### src/rtl/rr_grant_pkg.sv
// Shared types and constants for the round-robin grant sequencer.
package rr_grant_pkg;

    typedef enum logic [0:0] {
        ST_IDLE  = 1'b0,
        ST_GRANT = 1'b1
    } state_t;

    localparam int C_ACTIVE_HIGH = 1;
    localparam int C_ACTIVE_LOW  = 0;

    function automatic int clog2(input int value);
        int res;
        res = 0;
        for (int i = 0; i < 31; i++) begin
            if ((32'sd1 << i) < value) begin
                res = i + 1;
            end
        end
        return res;
    endfunction

endpackage

### src/rtl/rr_grant_sequencer_if.sv
// Request/grant bundle between requesters (master) and the arbiter (slave).
interface rr_grant_sequencer_if #(
    parameter int C_NUM_REQ   = 4,
    parameter int C_SEL_WIDTH = 2
);
    logic [C_NUM_REQ-1:0]   REQ;
    logic                   DONE;
    logic [C_SEL_WIDTH-1:0] GNT_SEL;
    logic [C_NUM_REQ-1:0]   GNT;
    logic                   VALID;
    logic                   TIMEOUT;

    modport master (output REQ, DONE, input GNT_SEL, GNT, VALID, TIMEOUT);
    modport slave  (input REQ, DONE, output GNT_SEL, GNT, VALID, TIMEOUT);
endinterface

### src/rtl/rr_grant_decode.sv
// Binary-to-one-hot decoder with enable; all bits inactive when disabled.
module rr_grant_decode
    import rr_grant_pkg::*;
#(
    parameter int C_NUM_OUT   = 4,
    parameter int C_SEL_WIDTH = 2,
    parameter int C_POLARITY  = C_ACTIVE_HIGH
) (
    input  logic [C_SEL_WIDTH-1:0] sel_s,
    input  logic                   en_s,
    output logic [C_NUM_OUT-1:0]   dec_s
);

    logic [C_NUM_OUT-1:0] hot_s;

    // Active-high one-hot decode gated by the enable
    always_comb begin
        hot_s = '0;
        for (int i = 0; i < C_NUM_OUT; i++) begin
            if (en_s && (sel_s == C_SEL_WIDTH'(i))) begin
                hot_s[i] = 1'b1;
            end else begin
                hot_s[i] = 1'b0;
            end
        end
    end

    assign dec_s = (C_POLARITY == C_ACTIVE_LOW) ? ~hot_s : hot_s;

endmodule

### src/rtl/rr_grant_sequencer.sv
// Round-robin arbiter with hold limit; registered grant index, decoded grant vector.
module rr_grant_sequencer
    import rr_grant_pkg::*;
#(
    parameter int C_NUM_REQ   = 4,
    parameter int C_SEL_WIDTH = 2,
    parameter int C_OUT_HIGH  = 1,
    parameter int C_MAX_HOLD  = 8,
    parameter int C_HAS_CE    = 0
) (
    input  logic                 CLK,
    input  logic                 SCLR_N,
    input  logic                 CE,
    rr_grant_sequencer_if.slave  bus
);

    localparam int C_CNT_W = (clog2(C_MAX_HOLD) < 1) ? 1 : clog2(C_MAX_HOLD);

    state_t                 state_r;
    logic [C_SEL_WIDTH-1:0] sel_r;
    logic [C_SEL_WIDTH-1:0] ptr_r;
    logic [C_CNT_W-1:0]     cnt_r;
    logic                   valid_r;
    logic                   timeout_r;

    logic                   ce_s;
    logic [C_SEL_WIDTH-1:0] base_s;
    logic [C_NUM_REQ-1:0]   req_mask_s;
    logic                   win_vld_s;
    logic [C_SEL_WIDTH-1:0] win_sel_s;
    logic                   hold_hit_s;
    logic                   release_s;

    assign ce_s       = (C_HAS_CE == 0) ? 1'b1 : CE;
    assign base_s     = (state_r == ST_GRANT) ? sel_r : ptr_r;
    assign hold_hit_s = (C_MAX_HOLD > 0) && (cnt_r == C_CNT_W'(C_MAX_HOLD - 1));
    assign release_s  = bus.DONE || !bus.REQ[sel_r] || hold_hit_s;

    // Owner is excluded on a voluntary release; on a timeout it merely ranks last
    always_comb begin
        req_mask_s = bus.REQ;
        if ((state_r == ST_GRANT) && (bus.DONE || !bus.REQ[sel_r])) begin
            req_mask_s[sel_r] = 1'b0;
        end else begin
            req_mask_s = bus.REQ;
        end
    end

    // Descending scan: the index nearest base+1 is written last and wins
    always_comb begin
        win_vld_s = 1'b0;
        win_sel_s = '0;
        for (int k = C_NUM_REQ; k >= 1; k--) begin
            if (req_mask_s[C_SEL_WIDTH'((int'(base_s) + k) % C_NUM_REQ)]) begin
                win_vld_s = 1'b1;
                win_sel_s = C_SEL_WIDTH'((int'(base_s) + k) % C_NUM_REQ);
            end else begin
                win_vld_s = win_vld_s;
            end
        end
    end

    // Arbitration state, grant registers and hold counter
    always_ff @(posedge CLK) begin
        if (!SCLR_N) begin
            state_r   <= ST_IDLE;
            sel_r     <= '0;
            ptr_r     <= C_SEL_WIDTH'(C_NUM_REQ - 1);
            cnt_r     <= '0;
            valid_r   <= 1'b0;
            timeout_r <= 1'b0;
        end else if (ce_s) begin
            timeout_r <= 1'b0;
            case (state_r)
                ST_IDLE: begin
                    cnt_r <= '0;
                    if (win_vld_s) begin
                        state_r <= ST_GRANT;
                        sel_r   <= win_sel_s;
                        valid_r <= 1'b1;
                    end else begin
                        valid_r <= 1'b0;
                    end
                end
                ST_GRANT: begin
                    if (release_s) begin
                        ptr_r     <= sel_r;
                        cnt_r     <= '0;
                        // DONE or a dropped request takes precedence over the hold limit
                        timeout_r <= hold_hit_s && !bus.DONE && bus.REQ[sel_r];
                        if (win_vld_s) begin
                            sel_r   <= win_sel_s;
                            valid_r <= 1'b1;
                        end else begin
                            state_r <= ST_IDLE;
                            valid_r <= 1'b0;
                        end
                    end else if (cnt_r != '1) begin
                        cnt_r <= cnt_r + C_CNT_W'(1);
                    end else begin
                        cnt_r <= cnt_r;
                    end
                end
                default: begin
                    state_r <= ST_IDLE;
                    valid_r <= 1'b0;
                    cnt_r   <= '0;
                end
            endcase
        end else begin
            state_r <= state_r;
        end
    end

    assign bus.GNT_SEL = sel_r;
    assign bus.VALID   = valid_r;
    assign bus.TIMEOUT = timeout_r;

    rr_grant_decode #(
        .C_NUM_OUT   (C_NUM_REQ),
        .C_SEL_WIDTH (C_SEL_WIDTH),
        .C_POLARITY  (C_OUT_HIGH)
    ) u_decode (
        .sel_s (sel_r),
        .en_s  (valid_r),
        .dec_s (bus.GNT)
    );

endmodule
### src/flat_wrapper.sv
// flat-port wrapper written by rule: the top's interface ports become plain ports
module rr_grant_sequencer_flat import rr_grant_pkg::*;
#(
    parameter int C_NUM_REQ   = 4,
    parameter int C_SEL_WIDTH = 2,
    parameter int C_OUT_HIGH  = 1,
    parameter int C_MAX_HOLD  = 8,
    parameter int C_HAS_CE    = 0
)
  (CLK, SCLR_N, CE, bus_REQ, bus_DONE, bus_GNT_SEL, bus_GNT, bus_VALID, bus_TIMEOUT);
  rr_grant_sequencer_if #(.C_NUM_REQ(C_NUM_REQ), .C_SEL_WIDTH(C_SEL_WIDTH)) bus_i ();
  input  logic CLK;
  input  logic SCLR_N;
  input  logic CE;
  input wire logic [$bits(bus_i.REQ)-1:0] bus_REQ;
  input wire logic [$bits(bus_i.DONE)-1:0] bus_DONE;
  output wire logic [$bits(bus_i.GNT_SEL)-1:0] bus_GNT_SEL;
  output wire logic [$bits(bus_i.GNT)-1:0] bus_GNT;
  output wire logic [$bits(bus_i.VALID)-1:0] bus_VALID;
  output wire logic [$bits(bus_i.TIMEOUT)-1:0] bus_TIMEOUT;
  assign bus_i.REQ = bus_REQ;
  assign bus_i.DONE = bus_DONE;
  assign bus_GNT_SEL = bus_i.GNT_SEL;
  assign bus_GNT = bus_i.GNT;
  assign bus_VALID = bus_i.VALID;
  assign bus_TIMEOUT = bus_i.TIMEOUT;
  rr_grant_sequencer #(.C_NUM_REQ(C_NUM_REQ), .C_SEL_WIDTH(C_SEL_WIDTH), .C_OUT_HIGH(C_OUT_HIGH), .C_MAX_HOLD(C_MAX_HOLD), .C_HAS_CE(C_HAS_CE)) u_core (.CLK(CLK), .SCLR_N(SCLR_N), .CE(CE), .bus(bus_i));
endmodule
### config.mk
export PLATFORM = sky130hd
export DESIGN_NAME = rr_grant_sequencer_flat
export DESIGN_NICKNAME = d
export VERILOG_FILES = /design/src/rtl/rr_grant_pkg.sv /design/src/rtl/rr_grant_sequencer_if.sv /design/src/rtl/rr_grant_decode.sv /design/src/rtl/rr_grant_sequencer.sv /design/src/flat_wrapper.sv
export SDC_FILE = /design/constraint.sdc
export NUM_CORES = 1
export LEC_CHECK = 0
export BUFFER_PORTS_ARGS = -buffer_cell sky130_fd_sc_hd__buf_2
export CAP_MARGIN = 20
export CORE_AREA = 3 3 40 42
export DETAILED_ROUTE_END_ITERATION = 12
export DIE_AREA = 0 0 43 45
export GPL_ROUTABILITY_DRIVEN = 1
export HOLD_SLACK_MARGIN = 0.15
export PLACE_DENSITY = 0.76
export SLEW_MARGIN = 20
export SYNTH_ARGS = -nofsm -noshare
export SYNTH_HDL_FRONTEND = slang
export SYNTH_HIERARCHICAL = 1
export SYNTH_SLANG_ARGS = --single-unit
### constraint.sdc
create_clock -name CLK -period 3.45 [get_ports CLK]
set_clock_uncertainty 0.2 [all_clocks]
set_input_delay 0 -clock CLK [delete_from_list [all_inputs] [get_ports CLK]]
set_output_delay 0 -clock CLK [all_outputs]
set_load 0.02 [all_outputs]
==> impl_metrics.tcl, run 1 <==
set metrics [dict create \
    avgSynthCellArea_um2 9.02 \
    powerDensity_nw_per_um2 417 \
    slew_headroom 0.705 \
    finalMaxSlewViolations 0 \
    ys_warn_count 6 \
    drc 0 \
    pin_count 16 \
    portBuffers 14 \
    cp-start-kind "flop" \
    synthDistinctLibCells 33 \
    post_synth_inst_count 73 \
    tritoncts "built" \
    ir_drop_mv 0.242 \
    worstPathCellList "mux4_2 > and3_4 > o21ba_4 > o21ai_0 > a31oi_1 > dlygate4sd3_1" \
    cts_max_path_buffers 2 \
    synth_seq_cells 10 \
    clk_latency_ns 0.26 \
    drt_pass1_iterations 3 \
    power.leakage_uw 0.000389 \
    required_ns 3.46 \
    ant_nets 0 \
    hold_class "reg2reg" \
    crit_fanout 14 \
    postCtsSetupBuffers 0 \
    reg2reg_setup_slack_ns 0.75 \
    rows 13 \
    cts_buffers 3 \
    nNetsFinal 107 \
    grt_pass1_vias 522 \
    die_x_um 43 \
    maxClockFrequency_ghz 0.371 \
    hold_viol_final 0 \
    yosysSeqAreaShare 0.304 \
    wire_per_inst_um 12.6 \
    synth_top_area_frac 0.304 \
    dpl.hpwl_um 978 \
    vias 591 \
    grt_start_max_net_pins 15 \
    drive_gt1_frac 0.323 \
    routabilityCongestion 0.845 \
    worstSetupEndpointType "flop" \
    vias_per_cell 5.32 \
    period_needed_ns 2.70 \
    synthTopCellsByArea "dfxtp_1 (30%), nand2_1 (6.3%), mux2_2 (5.1%), o21ai_0 (4.6%), ha_1 (3.8%)" \
    dieArea_um2 1940 \
    cp_top_family "multiplexers" \
    die_h_um 45 \
    cp_num_buf_inv 1 \
    syn_area_um2 658 \
    whs_ns 0.218 \
    syn_to_final_growth_pct 28.9 \
    worstMarginPinSlew_ns 0.442 \
    critPathMaxStageDelay_ns 0.60 \
    drt-total-wl_um 1400 \
    slowest_stage "mux4_2" \
    setup_violations 0 \
    dp_worst_setup_slack_ns 1.23 \
    grt_overflow 0 \
    status "finished, final reports clean" \
    final.period_utilization 0.781 \
    antenna_found_initial 0 \
    start_util 0.512 \
    arrival_ns 2.70 \
    root_buffer "clkbuf_4" \
    antennaDiodeCount 0 \
    core_area_um2 1280 \
    cap_viol_max_count 0 \
    track_usage 0.165 \
    grt_pass1_wl_um 2390 \
    critPathKind "reg2reg" \
    synth_nets 83 \
    drtIter0Drc 4 \
    worst_slack_ns 0.754 \
    clk_pin_slew_ns 0.06 \
    rsz0062_at_grt "no" \
    final.setup.tns_ns 0 \
    clkSinkCount 10 \
    synth.largest_area_cell "dfxtp_1" \
    htree_levels 1 \
]
[path summary, 6_finish.rpt]
check	from	end	depth (start not counted)
max	u_core/bus.GNT_SEL[0]$_SDFFE_PN0P_	u_core/bus.GNT_SEL[0]$_SDFFE_PN0P_	6
min	u_core/cnt_r[0]$_SDFFE_PN0P_	u_core/cnt_r[0]$_SDFFE_PN0P_	1
max reg2reg	u_core/bus.GNT_SEL[0]$_SDFFE_PN0P_	u_core/bus.GNT_SEL[0]$_SDFFE_PN0P_	6
min reg2reg	u_core/cnt_r[0]$_SDFFE_PN0P_	u_core/cnt_r[0]$_SDFFE_PN0P_	1
[cell usage in the layout (no fill, tap or decap), types with 3 or more instances in the layout]
| cell type | instances |
|---|---|
| clkbuf_4 | 3 |
| nand2_1 | 11 |
| buf_2 | 14 |
| inv_1 | 3 |
| mux2_2 | 3 |
| dfxtp_1 | 10 |
| dlygate4sd3_1 | 9 |
| o21ai_0 | 6 |
| nor2_1 | 3 |
| and3_2 | 3 |
[synthesized netlist by cell type]
cell type	count
nand2_1	11
dfxtp_1	10
o21ai_0	6
and3_2	3
inv_1	3
mux2_2	3
nor2_1	3
a21boi_0	2
and3b_1	2
buf_2	2
ha_1	2
mux2i_1	2
nor3_1	2
o21a_1	2
o31a_1	2
a22oi_1	1
a31oi_1	1
and2_1	1
and3_1	1
and3_4	1
buf_6	1
clkbuf_1	1
mux4_2	1
nand3_1	1
nor3b_2	1
o211ai_1	1
o21ai_2	1
o21ba_2	1
o21ba_4	1
o22a_1	1
o31ai_1	1
o32a_1	1
o32ai_2	1
[worst reg2reg max path, cell delays in order, from the launching register on]
cell and delay, ns:
dfxtp_1 0.57, mux4_2 0.60, and3_4 0.23, o21ba_4 0.24
o21ai_0 0.08, a31oi_1 0.16, dlygate4sd3_1 0.55
[layout make-up]
class,instances,area (µm²)
Tap cell,15,18.8
Fill cell,101,437
Clock buffer,4,36.3
Inverter,3,11.3
Multi-Input combinational cell,56,422
Sequential cell,10,200
Timing Repair Buffer,23,160
[cell families after synthesis]
family | Yosys count | share of synthesized area
adder cells (fa/ha/maj) | 2 | 0.0380
AND/OR/NAND/NOR | 26 | 0.219
flip-flops | 10 | 0.304
AO/OA/AOI/OAI | 22 | 0.268
multiplexers | 6 | 0.116
buffers and inverters | 7 | 0.0551
[flip-flops by register name, summed over array words and instances (netlist names)]
name and cells:
u_core/state_r 1, u_core/ptr_r 2, u_core/bus.VALID 1, u_core/bus.GNT_SEL 2, u_core/bus.TIMEOUT 1, u_core/cnt_r 3
[metrics by stage]
stage	instance area, µm²	std cells	total power (µW)	utilization
5_1_grt	848	111	377	0.660
4_1_cts	848	111	357	0.660
3_3_place_gp	722	98	242	0.562
2_1_floorplan	658	73	223	-
6_report	848	111	354	0.660
3_5_place_dp	722	98	244	0.562
[layer usage]
metal  GRT usage  vias to the layer above  share of wire
met5           0                        -              0
met4      0.0542                        0          0.011
met3      0.0637                        2          0.059
met2       0.260                       15           0.47
met1       0.207                      260           0.46
li1            -                      314              -
[report_power, final]
part           internal, µW  switching, µW  total [µW]
Clock                  64.0           37.9         102
Sequential              125           18.5         143
Combinational          55.0           53.5         109
Total                   244            110         354
[repair_timing]
item,CTS,global route
resized for setup,0,0
endpoints found under the hold margin,10,0
hold buffers,9,0
Power figures use the tool's default switching activity.
==> run 2, diff against run 1 <==
- CORE_AREA: 3 3 40 42 -> not set
- CORE_MARGIN: not set -> 3
- CORE_UTILIZATION: not set -> 50
- DIE_AREA: 0 0 43 45 -> not set
- clock period: 3.45 -> 2.5 ns (I/O delays scaled with it)
==> impl_metrics.tcl, run 2 (synthesis results as in run 1) <==
set metrics [dict create \
    status "finished, final reports clean" \
    track_usage 0.171 \
    drc 0 \
    syn_to_final_growth_pct 27.8 \
    die_x_um 42.3 \
    pin_count 16 \
    grt_start_max_net_pins 14 \
    hold_viol_final 0 \
    grt_pass1_wl_um 2280 \
    start_util 0.562 \
    clk_latency_ns 0.27 \
    antennaDiodeCount 0 \
    vias_per_cell 5.71 \
    dpl.hpwl_um 945 \
    clk_pin_slew_ns 0.06 \
    whs_ns 0.215 \
    r2r-end "u_core/bus.VALID$_SDFFE_PN0P_" \
    clkPwrFrac 0.234 \
    min_from "u_core/cnt_r[0]$_SDFFE_PN0P_" \
    postCtsSetupBuffers 0 \
    hold_end "u_core/cnt_r[0]$_SDFFE_PN0P_" \
    rsz0062_at_grt "no" \
    worstMarginPinSlew_ns 0.413 \
    layout.cells.most_common "buf_2" \
    power.internal_uw 307 \
    ant_nets 0 \
    r2r-start "u_core/bus.GNT_SEL[1]$_SDFFE_PN0P_" \
    power_uw 457 \
    period_needed_ns 2.37 \
    ir_drop_mv 0.399 \
    final.period_utilization 0.947 \
    tritoncts "built" \
    grt_overflow 0 \
    power.switching_uw 151 \
    p_seq_frac 0.416 \
    hold_class "reg2reg" \
    slew_headroom 0.724 \
    cts_buffers 3 \
    final.setup.tns_ns 0 \
    hold_buffers 9 \
    cp-start-kind "flop" \
    die_h_um 42.3 \
    htree_levels 1 \
    arrival_ns 2.32 \
    hold-path-cell-count 1 \
    final_cell_mix "buf_2 (14), nand2_1 (11), dfxtp_1 (10)" \
    critPathKind "reg2reg" \
    required_ns 2.45 \
    reg2reg_depth 5 \
    combinationalPowerShare 0.350 \
    core_area_um2 1170 \
    vias 628 \
    antenna_found_initial 0 \
    drtIter0Drc 7 \
    rows 12 \
    clkSinkCount 10 \
    worstSetupEndpointType "flop" \
    power.leakage_uw 0.000383 \
    drt_pass1_iterations 4 \
    drive_gt1_frac 0.323 \
    root_buffer "clkbuf_4" \
    maxClockFrequency_ghz 0.422 \
    finalMaxSlewViolations 0 \
    cts_resized 0 \
    setup_violations 0 \
    grt_pass1_vias 562 \
    largest_reg_flops 3 \
    reg2reg_setup_slack_ns 0.13 \
    routabilityCongestion 0.823 \
    cap_viol_max_count 0 \
    switching_share 0.329 \
    drt-total-wl_um 1350 \
    wire_per_inst_um 12.3 \
    portBuffers 14 \
    dieArea_um2 1790 \
    nNetsFinal 108 \
    powerDensity_nw_per_um2 544 \
    regMostFlops "u_core/cnt_r" \
    crit_fanout 13 \
    cts_max_path_buffers 2 \
]
## run 2: cell type report
class | count | area, µm²
multi-input cells | 56 | 422
clock buffers | 3 | 22.5
inverters | 3 | 11.3
repair buffers | 24 | 168
fillers | 91 | 330
flip-flops and latches | 10 | 200
well taps | 14 | 17.5
## run 2: worst max path at each step
stage	start	end	slack, ns	cells past startpoint
floorplan	u_core/bus.GNT_SEL[0]$_SDFFE_PN0P_	u_core/bus.GNT_SEL[1]$_SDFFE_PN0P_	0.33	6
global placement	u_core/bus.GNT_SEL[1]$_SDFFE_PN0P_	u_core/bus.GNT_SEL[1]$_SDFFE_PN0P_	0.48	5
detailed placement	u_core/bus.GNT_SEL[1]$_SDFFE_PN0P_	u_core/bus.GNT_SEL[0]$_SDFFE_PN0P_	0.49	5
CTS	u_core/bus.GNT_SEL[1]$_SDFFE_PN0P_	u_core/bus.VALID$_SDFFE_PN0P_	0.15	5
global route	u_core/bus.GNT_SEL[1]$_SDFFE_PN0P_	u_core/bus.VALID$_SDFFE_PN0P_	0.03	5
finish	u_core/bus.GNT_SEL[1]$_SDFFE_PN0P_	u_core/bus.VALID$_SDFFE_PN0P_	0.13	5
## run 2: layer usage
metal,global-route usage,share of wire,up-vias
li1,-,-,316
met1,0.193,0.44,288
met2,0.264,0.46,20
met3,0.0644,0.071,4
met4,0.112,0.027,0
met5,0,0,-
## run 2: power groups by stage
| stage | Clock, µW | Combinational [µW] | Sequential [µW] |
|---|---|---|---|
| after CTS | 111 | 159 | 190 |
| after global placement | 0 | 144 | 194 |
| after global routing | 121 | 173 | 194 |
| after detailed placement | 0 | 146 | 194 |
| after floorplan | 0 | 113 | 194 |
| final | 107 | 160 | 190 |
## run 2: critical path, stage by stage (launching register included)
cell and delay [ns]:
dfxtp_1 0.57, mux2_2 0.38, o22a_1 0.20, dlygate4sd3_1 0.58, o21a_1 0.20, a21boi_0 0.12
## run 2: per-stage QoR
step	instance area, µm²	utilization	setup WS [ns]	instances
floorplan	658	-	0.332	73
global placement	728	0.622	0.479	98
detailed placement	728	0.622	0.486	98
CTS	841	0.718	0.146	110
global route	841	0.718	0.0345	110
finish	841	0.718	0.133	110
